[config.mk]
export PLATFORM = sky130hd
export DESIGN_NAME = playback_ctrl
export DESIGN_NICKNAME = d
export VERILOG_FILES = /design/src/rtl/playback_pkg.sv /design/src/rtl/playback_ctrl_btn_debounce.sv /design/src/rtl/playback_ctrl.sv
export SDC_FILE = /design/constraint.sdc
export NUM_CORES = 1
export LEC_CHECK = 0
export ABC_AREA = 1
export BUFFER_PORTS_ARGS = -buffer_cell sky130_fd_sc_hd__buf_2
export CORE_MARGIN = 4
export CORE_UTILIZATION = 25
export CTS_CLUSTER_SIZE = 14
export DETAILED_ROUTE_END_ITERATION = 12
export GPL_TIMING_DRIVEN = 0
export MAX_ROUTING_LAYER = met4
export PLACE_DENSITY_LB_ADDON = 0.15
export RECOVER_POWER = 25
export SLEW_MARGIN = 15
export SYNTH_ARGS = -nofsm -noshare
export SYNTH_HDL_FRONTEND = slang
export SYNTH_SLANG_ARGS = --single-unit
[constraint.sdc]
create_clock -name clk -period 6.7 [get_ports clk]
set_input_delay 1.34 -clock clk [delete_from_list [all_inputs] [get_ports clk]]
set_output_delay 1.34 -clock clk [all_outputs]
set_load 0.005 [all_outputs]
[src/rtl/playback_pkg.sv]
// Shared types and constants for the playback controller.
package playback_pkg;

  typedef enum logic [1:0] {
    STOP   = 2'd0,
    PLAY   = 2'd1,
    PAUSE  = 2'd2,
    SETTLE = 2'd3
  } state_t;

  localparam int NUM_BTN  = 5;
  localparam int BTN_NEXT = 0;
  localparam int BTN_PREV = 1;
  localparam int BTN_PLAY = 2;
  localparam int BTN_VUP  = 3;
  localparam int BTN_VDN  = 4;

  localparam logic [7:0] VOL_BYTE_MAX = 8'hFE;
  localparam logic [7:0] VOL_BYTE_MIN = 8'h00;

  typedef struct packed {
    logic [2:0]  song;
    logic        pause;
    logic [15:0] vol;
  } play_cfg_t;

  // VS1003 volume is attenuation: louder means a smaller byte
  function automatic logic [7:0] vol_louder(input logic [7:0] b, input logic [7:0] step);
    return (b < step) ? VOL_BYTE_MIN : b - step;
  endfunction

  function automatic logic [7:0] vol_quieter(input logic [7:0] b, input logic [7:0] step);
    logic [8:0] s;
    s = {1'b0, b} + {1'b0, step};
    return (s > {1'b0, VOL_BYTE_MAX}) ? VOL_BYTE_MAX : s[7:0];
  endfunction

endpackage

[src/rtl/playback_ctrl_btn_debounce.sv]
// Button conditioner: 2-flop synchronizer, stability counter, one pulse per press.
module btn_debounce #(
  parameter int DEBOUNCE_CYCLES = 1000000
) (
  input  logic clk,
  input  logic rst,
  input  logic btn,
  output logic pulse
);
  localparam int CW = $clog2(DEBOUNCE_CYCLES + 1);

  logic [1:0]    sync;
  logic [CW-1:0] cnt;

  // counter saturates at DEBOUNCE_CYCLES so a held button fires once
  always_ff @(posedge clk or posedge rst) begin
    if (rst) begin
      sync <= '0;
      cnt  <= '0;
    end else begin
      sync <= {sync[0], btn};
      if (!sync[1])                          cnt <= '0;
      else if (cnt != CW'(DEBOUNCE_CYCLES))  cnt <= cnt + CW'(1);
    end
  end

  assign pulse = sync[1] && (cnt == CW'(DEBOUNCE_CYCLES - 1));

endmodule

[src/rtl/playback_ctrl.sv]
// Playback controller: buttons and end-of-song flag to song select, pause, volume.
// Optional shuffle mode on next/auto-advance: define PLAYBACK_SHUFFLE_EN.
module playback_ctrl
  import playback_pkg::*;
#(
  parameter int          SONG_NUM        = 4,
  parameter logic [15:0] VOL_INIT        = 16'h2020,
  parameter logic [7:0]  VOL_STEP        = 8'h10,
  parameter int          DEBOUNCE_CYCLES = 1000000,
  parameter int          SETTLE_CYCLES   = 50000000
) (
  input  logic        clk,
  input  logic        rst,
  input  logic        i_btn_next,
  input  logic        i_btn_prev,
  input  logic        i_btn_play,
  input  logic        i_btn_vol_up,
  input  logic        i_btn_vol_down,
  input  logic        i_loop_all,
  input  logic        i_finish_song,
  output logic [2:0]  o_song_select,
  output logic        o_pause,
  output logic [15:0] o_vol,
  output logic [1:0]  o_state
);
  localparam int         SW   = $clog2(SETTLE_CYCLES + 1);
  localparam logic [2:0] LAST = 3'(SONG_NUM - 1);

  logic [NUM_BTN-1:0] btn_raw, btn_pls;
  logic [2:0]         fin_sr;
  logic               fin_rise;
  state_t             state, nxt_state, ret_state, nxt_ret;
  logic [SW-1:0]      settle_cnt, nxt_cnt;
  play_cfg_t          cfg, nxt_cfg;
  logic [2:0]         seq_next, seq_prev, adv;
  logic               last_stop;

  assign btn_raw = {i_btn_vol_down, i_btn_vol_up, i_btn_play, i_btn_prev, i_btn_next};

  btn_debounce #(.DEBOUNCE_CYCLES(DEBOUNCE_CYCLES)) u_db [NUM_BTN-1:0] (
    .clk   (clk),
    .rst   (rst),
    .btn   (btn_raw),
    .pulse (btn_pls)
  );

  assign fin_rise = fin_sr[1] & ~fin_sr[2];
  assign seq_next = (cfg.song == LAST) ? 3'd0 : cfg.song + 3'd1;
  assign seq_prev = (cfg.song == 3'd0) ? LAST : cfg.song - 3'd1;

`ifdef PLAYBACK_SHUFFLE_EN
  logic [7:0] lfsr;
  logic [2:0] cand;

  if (((SONG_NUM & (SONG_NUM - 1)) != 0) || (SONG_NUM > 8)) begin : g_song_num_chk
    $error("playback_ctrl: SONG_NUM must be a power of two in 1..8 for shuffle");
  end

  // x^8+x^6+x^5+x^4+1
  always_ff @(posedge clk or posedge rst) begin
    if (rst) lfsr <= 8'hA5;
    else     lfsr <= {lfsr[6:0], lfsr[7] ^ lfsr[5] ^ lfsr[4] ^ lfsr[3]};
  end

  assign cand      = lfsr[2:0] & LAST;
  assign adv       = (cand == cfg.song) ? seq_next : cand;
  assign last_stop = 1'b0;
`else
  assign adv       = seq_next;
  assign last_stop = (cfg.song == LAST) && !i_loop_all;
`endif

  always_ff @(posedge clk or posedge rst) begin
    if (rst) begin
      fin_sr     <= '0;
      state      <= STOP;
      ret_state  <= STOP;
      settle_cnt <= '0;
      cfg        <= '{song: 3'd0, pause: 1'b1, vol: VOL_INIT};
    end else begin
      fin_sr     <= {fin_sr[1:0], i_finish_song};
      state      <= nxt_state;
      ret_state  <= nxt_ret;
      settle_cnt <= nxt_cnt;
      cfg        <= nxt_cfg;
    end
  end

  always_comb begin
    nxt_state = state;
    nxt_ret   = ret_state;
    nxt_cnt   = settle_cnt;
    nxt_cfg   = cfg;
    case (state)
      STOP, PLAY, PAUSE: begin
        if (fin_rise && state == PLAY) begin
          nxt_state = SETTLE;
          if (last_stop) begin
            nxt_cfg.song  = 3'd0;
            nxt_cfg.pause = 1'b1;
            nxt_ret       = STOP;
          end else begin
            nxt_cfg.song  = adv;
            nxt_ret       = PLAY;
          end
        end else if (btn_pls[BTN_NEXT] || btn_pls[BTN_PREV]) begin
          nxt_state    = SETTLE;
          nxt_ret      = state;
          nxt_cfg.song = btn_pls[BTN_NEXT] ? adv : seq_prev;
        end else if (btn_pls[BTN_PLAY]) begin
          nxt_state     = (state == PLAY) ? PAUSE : PLAY;
          nxt_cfg.pause = (state == PLAY);
        end
      end
      SETTLE: begin
        // the streamer's finish flag is stale until it has restarted
        if (settle_cnt == SW'(SETTLE_CYCLES - 1)) begin
          nxt_state = ret_state;
          nxt_cnt   = '0;
        end else begin
          nxt_cnt   = settle_cnt + SW'(1);
        end
      end
      default: nxt_state = STOP;
    endcase

    if (btn_pls[BTN_VUP] && !btn_pls[BTN_VDN]) begin
      nxt_cfg.vol = {vol_louder(cfg.vol[15:8], VOL_STEP), vol_louder(cfg.vol[7:0], VOL_STEP)};
    end else if (btn_pls[BTN_VDN] && !btn_pls[BTN_VUP]) begin
      nxt_cfg.vol = {vol_quieter(cfg.vol[15:8], VOL_STEP), vol_quieter(cfg.vol[7:0], VOL_STEP)};
    end
  end

  assign o_song_select = cfg.song;
  assign o_pause       = cfg.pause;
  assign o_vol         = cfg.vol;
  assign o_state       = state;

endmodule
# [After elaboration in Yosys (flattened, before gate mapping)]
# Cells that the tools add are included.
[totals] regBits=163 in_bits=9
[op_classes] add_sub_neg=12 magnitude_cmp=4 n_eq_ne=24 n_mux=35 n_bitwise=2 reduce_logical=22
[op_table] cell="20-bit two-way mux" count=10
[op_table] cell="20-bit by 1-bit adder with 20-bit output, second input constant" count=5
[op_table] cell="20-bit == test, second input constant" count=5
[op_table] cell="20-bit != test, second input constant" count=5
[op_table] cell="16-bit two-way mux" count=2
[op_table] cell="8-bit two-way mux" count=4
[op_table] cell="26-bit by 1-bit adder with 26-bit output, second input constant" count=1
[op_table] cell="26-bit == test, second input constant" count=1
[op_table] cell="26-bit two-way mux" count=1
[op_table] cell="8-bit by 5-bit adder with 9-bit output, second input constant" count=2
[op_table] cell="9-bit by 8-bit > comparator with 1-bit output, second input constant" count=2
[op_table] cell="8-bit by 5-bit less-than comparator with 1-bit output, second input constant" count=2
[op_table] cell="2-bit != test, second input constant" count=8
[op_table] cell="8-bit by 5-bit subtractor with 8-bit output, second input constant" count=2
[op_table] cell="3-bit two-way mux" count=5
[op_table] cell="2-bit two-way mux" count=7
[op_table] cell="1-bit logical AND" count=9
[op_table] cell="2-bit nonzero test" count=3
[op_table] cell="2-bit == test, second input constant" count=2
[op_table] cell="1-bit two-way mux" count=4
[op_table] cell="4-bit two-way mux" count=1
[op_table] cell="4-bit by 3-bit != test with 1-bit output, second input constant" count=1
[op_table] cell="2-bit one-hot mux with 2 select lines" count=1
[op_table] cell="2-bit AND reduction" count=2
[op_table] cell="12 further kinds" count=14

# [Logic depth before layout (Yosys ltp)]
# Gate-level depths: netlist of run 1.
[logic_depth] depth_word=6 mapped_depth=13 ltp_nobuf=12

# [By module]
# Synthesis of run 1 repeated with hierarchy kept, for this count alone.
[unflattened] cells_unflattened=1290 area_unflattened_um2=9310.2
[modules_own_cells] mod="btn_debounce" instances=5 cells_per_inst=171 area_per_inst_um2=1248.7 seq_area_each_um2=550.5
[modules_own_cells] mod="playback_ctrl" instances=1 cells_per_inst=435 area_per_inst_um2=3066.7 seq_area_each_um2=1179.9

# [Worst setup path before layout of run 1]
# OpenSTA, ideal clock, no wires.
[synth_timing] kind="register -> register" startpoint="reg u_db[4].cnt[0]" endpoint="reg cfg (netlist bit o_vol[6])" setup_time_ns=0.134 arrival_time_ns=1.958 required_ns=6.566 slack_ns=4.608 path_stages_with_launch=13 synth_period_minus_slack_ns=2.092 cell_sequence="dfrtp_1 > ha_1 > nand2_1 > inv_1 > nand2_1 > nor3_1 > nand3_1 > ha_1 > clkbuf_1 > inv_1 > clkbuf_1 > a22oi_1 > o21ai_0"
[synth_via] elab_chain_len=5 word_cells_on_any_way=7 classes_between="eq/ne: 1; mux: 1; reduce/logical: 5"
[synth_rtl] item="start, declared" line="playback_ctrl_btn_debounce.sv:13" text="logic [CW-1:0] cnt;"
[synth_rtl] item="start signal, assigned" line="playback_ctrl_btn_debounce.sv:23" text="else if (cnt != CW'(DEBOUNCE_CYCLES)) cnt <= cnt + CW'(1);"
[synth_rtl] item="20-bit == test *" line="playback_ctrl_btn_debounce.sv:27" text="assign pulse = sync[1] && (cnt == CW'(DEBOUNCE_CYCLES - 1));"
[synth_rtl] item="1-bit logical AND *" line="playback_ctrl_btn_debounce.sv:27"
[synth_rtl] item="1-bit logical NOT" line="playback_ctrl.sv:127" text="if (btn_pls[BTN_VUP] && !btn_pls[BTN_VDN]) begin"
[synth_rtl] item="1-bit logical AND" line="playback_ctrl.sv:127"
[synth_rtl] item="16-bit two-way mux or 2-bit nonzero test (tied branches)"
[synth_rtl] item="end signal, assigned" line="playback_ctrl.sv:79" text="cfg <= '{song: 3'd0, pause: 1'b1, vol: VOL_INIT};"
[synth_rtl] item="end signal, assigned" line="playback_ctrl.sv:85" text="cfg <= nxt_cfg;"
[synth_rtl] item="end, declared" line="playback_ctrl.sv:34" text="play_cfg_t cfg, nxt_cfg;"
# Every way passes the cells marked *; elsewhere a longest branch is shown, timed or not.
# A chain may end at the register's enable or synchronous reset.

==> results of run 1 <==
## layout by cell type, fill, tap and decap left out, drive strengths merged, types with 2 or more instances in the layout
master    synthesis  routed
clkbuf           11      33
nor3b             5       5
xor2             28      28
a31oi            11      11
dfrtp           154     154
bufinv            0       2
conb              1       2
clkinv            0       6
a211oi            2       2
nand3b            5       5
ha               21      21
nand2           260     260
buf               9      36
nor3             48      48
clkinvlp          0       3
nor2            214     214
nand4            31      31
nor4              7       7
nand3            89      89
dfstp             3       3
xnor2            11      11
o21ai            72      72
a21oi            59      59
inv             157     158
## per-layer routing
| layer | wire [um] | global-route usage, % | vias up |
|---|---|---|---|
| met3 | 647 | 2.56 | 17 |
| li1 | - | - | 4010 |
| met4 | 244 | 3.14 | 0 |
| met2 | 9670 | 18.2 | 101 |
| met1 | 10900 | 15.9 | 3521 |
| met5 | 0 | - | - |
## power groups by stage
stage | Clock, W | Combinational, W | Sequential, W
global placement | 0 | 0.0000637 | 0.000989
CTS | 0.00102 | 0.0000668 | 0.000970
global route | 0.00106 | 0.0000756 | 0.000972
floorplan | 0 | 0.0000442 | 0.000984
finish | 0.000975 | 0.0000627 | 0.000971
detailed placement | 0 | 0.0000662 | 0.000988
## final cells by class
cell class / count / area, sq um / area share [%]
Buffer: 20 / 106 / 1.03
Clock inverter: 12 / 138 / 1.33
Inverter: 157 / 591 / 5.73
Timing Repair Buffer: 29 / 165 / 1.60
Multi-Input combinational cell: 874 / 4360 / 42.2
Sequential cell: 157 / 3930 / 38.1
Tap cell: 461 / 577 / 5.59
Clock buffer: 20 / 447 / 4.33
## sequential cells by signal (all words and copies together) (netlist names)
name,cells
settle_cnt,26
u_db.sync,10
o_vol,10
fin_sr,3
ret_state,2
o_song_select,3
o_state,2
o_pause,1
u_db.cnt,100
## worst paths after layout
path | start | endpoint | cells past startpoint
hold reg to reg | u_db[2].sync[0] | u_db[2].sync[1] | 0
min in group asynchronous | rst | u_db[2].cnt[0] | 2
hold / removal | u_db[2].sync[0] | u_db[2].sync[1] | 0
setup reg to reg | u_db[4].cnt[0] | o_vol[6] | 12
setup / recovery | rst | u_db[3].cnt[10] | 2
max in group clk | u_db[4].cnt[0] | o_vol[6] | 12
## cells in the mapped netlist (all sizes together)
| cell type | number |
|---|---|
| nand2 | 260 |
| nor2 | 214 |
| inv | 157 |
| dfrtp | 154 |
| nand3 | 89 |
| o21ai | 72 |
| a21oi | 59 |
| nor3 | 48 |
| nand4 | 31 |
| xor2 | 28 |
| ha | 21 |
| a31oi | 11 |
| clkbuf | 11 |
| xnor2 | 11 |
| buf | 9 |
| nor4 | 7 |
| nand3b | 5 |
| nor3b | 5 |
| dfstp | 3 |
| a211oi | 2 |
| a21boi | 1 |
| a221oi | 1 |
| a22oi | 1 |
| a311oi | 1 |
| a41oi | 1 |
| and2 | 1 |
| conb | 1 |
| o211a | 1 |
| o21bai | 1 |
| o22ai | 1 |
## stage by stage
| step | setup WS, ps | setup TNS (ps) |
|---|---|---|
| floorplan | 1130 | 0 |
| global placement | -1350 | -205730 |
| detailed placement | 4120 | 0 |
| CTS | 4080 | 0 |
| global route | 2990 | 0 |
| finish | 3550 | 0 |
## cell families (layout without fill, tap and decap cells)
logic type	after synthesis	after routing	share of synthesized area [%]
and+or+nand+nor	660	660	32.8
buffers and inverters	177	238	7.74
DFF	157	157	43.7
other	1	2	0.0417
xor gates and xnor gates	39	39	3.80
AOI/OAI and AO/OA	152	152	8.95
adders and majority gates	21	21	2.92
==> flow_summary.yaml, run 1 <==
grt:
  grt_pass1_vias: 7515
  grt_overflow: 0
  grt_max_degree: 96
  grt.total_usage_pct: 11.8
  grt_first_pass_wirelength_um: 37000
  antenna_found_initial: 0
clock_tree:
  clk_pin_slew_ps: 60
  post_cts_resized: 0
  htree_levels: 4
  hold_buffers: 0
  ctsLongestPathBuffers: 2
  root_buffer: "clkbuf_16"
  post_cts_buffers: 0
  clkSinkCount: 157
  clkLatencyLatePin_ps: 430
  cts_made_buffers: 17
  cts_tree: "done"
timing:
  fin_hold_ws_ps: 348
  fmax_mhz: 317
  relSlewSlack_pct: -103
  fin_crit_sh_pct: 47.0
  rsz0062_at_grt: "no"
  finalHoldViolCount: 0
  min_period_ps: 3150
  finalMaxSlewViolations: 63
  skew_ps: 13.5
  final-setup-viol-count: 0
  worst_pin_slew_ps: 3020
power_and_ir_drop:
  leakagePower_nw: 4.61
  combPwrFrac_pct: 3.1
  netSwitchingPower_w: 0.000470
  swShare_pct: 23.4
  clkPwrFrac_pct: 48.6
  power.share.sequential_pct: 48.3
  finalPower_w: 0.00201
  p_int_w: 0.00154
  ir_worst_vdd_v: 0.000165
  power.density_mw_per_mm2: 195
setup_path:
  worstPathRequired_ps: 6750
  crit_family: "buffers and inverters"
  end_kind: "asynchronous set/reset pin"
  critPathKind: "input pin to asynchronous set/reset pin"
  arrival_ps: 3200
  path_max_fanout: 63
  path_buf_inv: 2
  crit_slowest_cell: "clkinvlp_2"
  path_cells: "buf_2 > clkinvlp_2"
  cp_slowest_stage_delay_ps: 1680
  cp-start-kind: "input pin"
  r2r_slack_ps: 4130
die:
  fp.coreArea_sq_mm: 0.0356
  die-width_um: 198
  die_y_um: 198
  row_count: 69
  pin_count: 31
  die_area_sq_mm: 0.0391
  start_util_pct: 25.3
outcome:
  outcome: "finished, violations left"
  violations: "max-capacitance violations, max-slew violations"
synth:
  yosys_warnings: 0
  synth_seq_cells: 157
  ys_top_cells_by_area: "dfrtp_1 (43%), nand2_1 (10%), nor2_1 (8.3%)"
  ys_seq_area_share_pct: 43.7
  synth_area_sq_mm: 0.00899
  synth_area_leader_cell: "dfrtp_1"
  syn_inst: 1207
  synth.avg_cell_area_sq_um: 7.45
  yosysTopAreaCellShare_pct: 42.8
  synthDistinctLibCells: 44
placement:
  placed_cells: 1698
  hpwlAfterDp_um: 15700
  port_buffers: 28
  gp_congestion: 0.809
  dpl_cell_area_sq_mm: 0.00975
drt:
  first_iter_violations: 493
  wl_per_cell_um: 12.4
  drcViolationCount: 0
  drtPass1Iterations: 5
  vias: 7649
  viasPerCell: 4.42
  drt_wl_total_um: 21500
  postRouteAntennaNets: 0
finish:
  n_antenna_cell: 0
  nFillCells: 3886
  drive_gt1_share_pct: 8.83
  post-route-util_pct: 29.0
  final_nets: 1286
  fin_cells: 1730
  fin_area_sq_mm: 0.0103
  area_growth_pct: 14.7
run:
  max_cap_violations: 1
worst_hold_path:
  hold_class: "register to register"
No activity file was read; power rests on OpenSTA's default activity.
==> inputs of run 2 (changes only) <==
ABC_AREA = 0   (was 1)
clock period = 3.3 ns   (was 6.7 ns; I/O delays follow)
==> flow_summary.yaml, run 2 <==
power_and_ir_drop:
  clkPwrFrac_pct: 50.1
  swShare_pct: 22.1
  leakagePower_nw: 4.20
  finalPower_w: 0.00421
  power.density_mw_per_mm2: 432
  ir_worst_vdd_v: 0.000365
  power.share.sequential_pct: 46.9
  netSwitchingPower_w: 0.000932
  combPwrFrac_pct: 3.0
  p_int_w: 0.00328
worst_hold_path:
  hold_class: "input pin to asynchronous set/reset pin"
die:
  pin_count: 31
  die_area_sq_mm: 0.0363
  fp.coreArea_sq_mm: 0.0327
  die-width_um: 191
  start_util_pct: 25.5
  row_count: 66
  die_y_um: 191
clock_tree:
  htree_levels: 4
  ctsLongestPathBuffers: 2
  hold_buffers: 0
  clk_pin_slew_ps: 70
  root_buffer: "clkbuf_16"
  cts_made_buffers: 17
  clkLatencyLatePin_ps: 430
  cts_tree: "done"
  clkSinkCount: 157
timing:
  worst_pin_slew_ps: 1160
  min_period_ps: 3100
  relSlewSlack_pct: 22.1
  fin_tns_setup_ps: 0
  fin_crit_sh_pct: 93.9
  fmax_mhz: 323
  finalHoldViolCount: 0
  final-setup-viol-count: 0
  finalMaxSlewViolations: 0
  rsz0062_at_grt: "no"
  skew_ps: 12.8
grt:
  grt_overflow: 0
  grt_first_pass_wirelength_um: 30700
  grt.total_usage_pct: 10.5
  antenna_found_initial: 0
  grt_pass1_vias: 6001
  grt_max_degree: 33
finish:
  top_regs: "u_db.cnt (100), settle_cnt (26)"
  top_register: "u_db.cnt"
  fin_cells: 1343
  area_growth_pct: 17.1
  n_antenna_cell: 0
  final_nets: 919
  most-common-layout-cells: "dfrtp_1 (153), and2_1 (86), xnor2_1 (67)"
  largest_register_ff_count: 100
  final_common_cell: "dfrtp_1"
  drive_gt1_share_pct: 10.2
drt:
  drt_wl_total_um: 17400
  wl_per_cell_um: 13.0
  drcViolationCount: 0
  postRouteAntennaNets: 0
  first_iter_violations: 258
  vias: 5929
  drtPass1Iterations: 4
  viasPerCell: 4.41
synth:
  ys_async_sr_fraction_pct: 100
  yosysTopAreaCellShare_pct: 46.2
  synth_common_cells: "dfrtp_1 (154), and2_1 (86), xnor2_1 (67), nand3_1 (59), nand2_1 (53)"
  ys.flop_type: "dfrtp_1"
  synth_edf_count: 0
  synth_area_sq_mm: 0.00833
  ys_top_cells_by_area: "dfrtp_1 (46%), xnor2_1 (7.0%), and2_1 (6.5%)"
  syn_inst: 835
  synth.most_common_cell: "dfrtp_1"
  ys_seq_area_share_pct: 47.2
  synth_seq_cells: 157
  synth_area_leader_cell: "dfrtp_1"
  synth.avg_cell_area_sq_um: 9.98
  synthDistinctLibCells: 64
  yosys_warnings: 0
setup_path:
  end_kind: "register"
  arrival_ps: 3440
  path_max_fanout: 7
  worst_r2r_endpoint: "o_vol[7]"
  worstPathRequired_ps: 3640
  cp-start-kind: "register"
  r2r_slack_ps: 200
  r2r-start: "u_db[4].cnt[10]"
  critPathKind: "register to register"
  rr_worst_depth: 9
run:
  max_cap_violations: 0
placement:
  placed_cells: 1312
  hpwlAfterDp_um: 11800
  port_buffers: 28
  gp_congestion: 0.732
outcome:
  outcome: "finished clean"
## run 2: what timing repair did
item,CTS,global route
setup endpoints to repair,6,4
resized for setup,8,1
buffers inserted,0,0
pin swaps,0,1
## run 2: worst max-delay path by stage
stage               startpoint            end  slack (ps)  cells past startpoint
5_1_grt        u_db[4].cnt[15]       o_vol[7]           9                      9
2_1_floorplan  u_db[4].cnt[10]       o_vol[6]         160                      8
3_5_place_dp   u_db[4].cnt[10]       o_vol[6]        -180                      8
4_1_cts        u_db[4].cnt[15]       o_vol[7]           3                      9
3_3_place_gp               rst  settle_cnt[9]        -700                      2
6_report       u_db[4].cnt[10]       o_vol[7]         200                      9
## run 2: final cells by class
cell class | instances | area [sq um]
buffer | 29 | 140
clock buffer | 22 | 494
clock inverter | 9 | 134
fill | 3439 | 22900
inverter | 35 | 133
multi-input combinational | 615 | 4170
sequential | 157 | 3930
tap | 442 | 553
timing repair buffer | 34 | 204
## run 2: per-layer routing
layer / GRT usage (%) / vias to the layer above / routed length [um]
li1: - / 2998 / -
met1: 14.4 / 2879 / 9170
met2: 15.8 / 41 / 7650
met3: 2.29 / 11 / 406
met4: 2.73 / 0 / 174
met5: - / - / 0
## run 2: kinds of logic (layout without fill, tap and decap cells)
family	count (synthesis)	after routing	share of synthesized area [%]
simple gates	404	404	28.3
flops	157	157	47.2
xor+xnor	105	105	11.0
compound gates	72	72	5.81
buf+inv	64	129	3.15
fa+ha+maj	22	22	3.27
mux	10	10	1.22
other cells	1	2	0.0450
## run 2: power groups by stage
stage	clock network [W]	logic, W	registers (W)
floorplan	0	0.0000882	0.00200
detailed placement	0	0.000147	0.00201
CTS	0.00218	0.000147	0.00197
global route	0.00226	0.000153	0.00198
finish	0.00211	0.000127	0.00197
global placement	0	0.000126	0.00201
## run 2: worst max-delay path, cell delays in order (launching register included)
cell      delay (ps)
dfrtp_2          450
or4b_1           510
or4_4            560
or4b_4           550
ha_4             200
nor4bb_1         280
a21oi_1           70
a21oi_1          160
a31oi_1           50
o21ai_0          180
## run 2: through the flow
stage / utilization [%] / area, sq um / hold WS [ps] / setup slack [ps]
3_3_place_gp: 27.6 / 9030 / 339 / -699
3_5_place_dp: 28.1 / 9180 / 337 / -177
5_1_grt: 29.8 / 9760 / 315 / 9.29
4_1_cts: 30.1 / 9830 / 241 / 3.24
6_report: 29.8 / 9760 / 300 / 202
2_1_floorplan: - / 8340 / 331 / 164
==> inputs of run 3 (changes only) <==
clock period = 3.7 ns   (was 3.3 ns; I/O delays follow)
==> flow_summary.yaml, run 3 (synthesis results as in run 2) <==
finish:
  fin_cells: 1343
  final_nets: 919
  drive_gt1_share_pct: 9.66
  top_register: "u_db.cnt"
  area_growth_pct: 16.8
  final_common_cell: "dfrtp_1"
  largest_register_ff_count: 100
  most-common-layout-cells: "dfrtp_1 (154), and2_1 (84), xnor2_1 (67)"
  n_antenna_cell: 0
  post-route-util_pct: 29.8
  top_regs: "u_db.cnt (100), settle_cnt (26)"
outcome:
  outcome: "finished clean"
setup_path:
  end_kind: "register"
  critPathKind: "register to register"
  path_max_fanout: 10
  worstPathRequired_ps: 4000
  r2r-start: "u_db[4].cnt[10]"
  worst_r2r_endpoint: "o_vol[6]"
  rr_worst_depth: 8
  arrival_ps: 3770
  cp-start-kind: "register"
  r2r_slack_ps: 230
die:
  row_count: 66
  die-width_um: 191
  fp.coreArea_sq_mm: 0.0327
  die_area_sq_mm: 0.0363
  die_y_um: 191
  pin_count: 31
  start_util_pct: 25.5
grt:
  grt_max_degree: 33
  grt_pass1_vias: 5999
  grt_overflow: 0
  grt.total_usage_pct: 10.5
  grt_first_pass_wirelength_um: 30800
  antenna_found_initial: 0
timing:
  fin_hold_ws_ps: 345
  finalMaxSlewViolations: 0
  fmax_mhz: 288
  relSlewSlack_pct: 9.51
  final-setup-viol-count: 0
  worst_pin_slew_ps: 1360
  fin_tns_setup_ps: 0
  min_period_ps: 3470
  finalHoldViolCount: 0
  skew_ps: 13.1
  rsz0062_at_grt: "no"
  fin_crit_sh_pct: 93.7
power_and_ir_drop:
  leakagePower_nw: 4.18
  power.share.sequential_pct: 46.8
  ir_worst_vdd_v: 0.000325
  swShare_pct: 22.1
  clkPwrFrac_pct: 50.1
  power.density_mw_per_mm2: 386
  netSwitchingPower_w: 0.000832
  combPwrFrac_pct: 3.0
  p_int_w: 0.00293
clock_tree:
  post_cts_buffers: 0
  cts_made_buffers: 17
  cts_tree: "done"
  htree_levels: 4
  post_cts_resized: 0
  hold_buffers: 0
  clk_pin_slew_ps: 70
  ctsLongestPathBuffers: 2
  clkSinkCount: 157
  clkLatencyLatePin_ps: 430
  root_buffer: "clkbuf_16"
placement:
  placed_cells: 1312
  port_buffers: 28
  gp_congestion: 0.732
  hpwlAfterDp_um: 11800
drt:
  drtPass1Iterations: 4
  first_iter_violations: 258
  postRouteAntennaNets: 0
  vias: 5942
  wl_per_cell_um: 12.9
  drt_wl_total_um: 17400
  viasPerCell: 4.42
  drcViolationCount: 0
worst_hold_path:
  hold_depth: 0
  min_from: "u_db[1].sync[0]"
  hold_class: "register to register"
  whs_endpoint: "u_db[1].sync[1]"
run:
  max_cap_violations: 0
run 3: changes by cell type in the layout (fill, tap and decap cells not counted), sizes merged:
cell,before,now
buf,35,36
dlymetal6s2s,1,0
run 3: power groups by stage:
stage	logic (W)	registers (W)	clock network (W)
final	0.000114	0.00176	0.00188
after floorplan	0.0000786	0.00179	0
after global routing	0.000138	0.00176	0.00201
after global placement	0.000113	0.00179	0
after detailed placement	0.000131	0.00179	0
after CTS	0.000131	0.00176	0.00194
run 3: area by class of cell:
cell class	instances	area (sq um)
multi-input cells	615	4150
plain buffers	29	131
inverters	35	133
flip-flops and latches	157	3930
repair buffers	34	210
well taps	442	553
clock inverters	9	134
fillers	3441	23000
clock buffers	22	494
run 3: critical path, cell delays in order, from the launching register on:
cell and delay [ps]:
dfrtp_1 450, or4b_1 520, or4_4 560, or4b_2 660, ha_1 300, clkbuf_1 290
a311oi_1 320, o21ai_0 120, a2bb2oi_1 140
run 3: worst max path at each step:
stage / start / to / cells after the start
CTS: u_db[4].cnt[10] / o_vol[6] / 8
finish: u_db[4].cnt[10] / o_vol[6] / 8
global route: u_db[4].cnt[10] / o_vol[6] / 8
global placement: rst / settle_cnt[9] / 2
floorplan: u_db[4].cnt[10] / o_vol[6] / 8
detailed placement: u_db[4].cnt[10] / o_vol[6] / 8
run 3: metrics by stage:
step           cell area, sq um  power [W]  setup slack, ps
6_report                   9740    0.00376              233
5_1_grt                    9740    0.00392             51.5
3_3_place_gp               9030    0.00191             -379
3_5_place_dp               9180    0.00192              223
4_1_cts                    9800    0.00383              226
2_1_floorplan              8340    0.00186              564
run 3: metal layers:
metal | track usage, % | up-vias | part of all wire [%]
met5 | - | - | 0
met4 | 2.73 | 0 | 1.0
met2 | 15.8 | 42 | 44
met1 | 14.4 | 2893 | 53
li1 | - | 2996 | -
met3 | 2.29 | 11 | 2.2
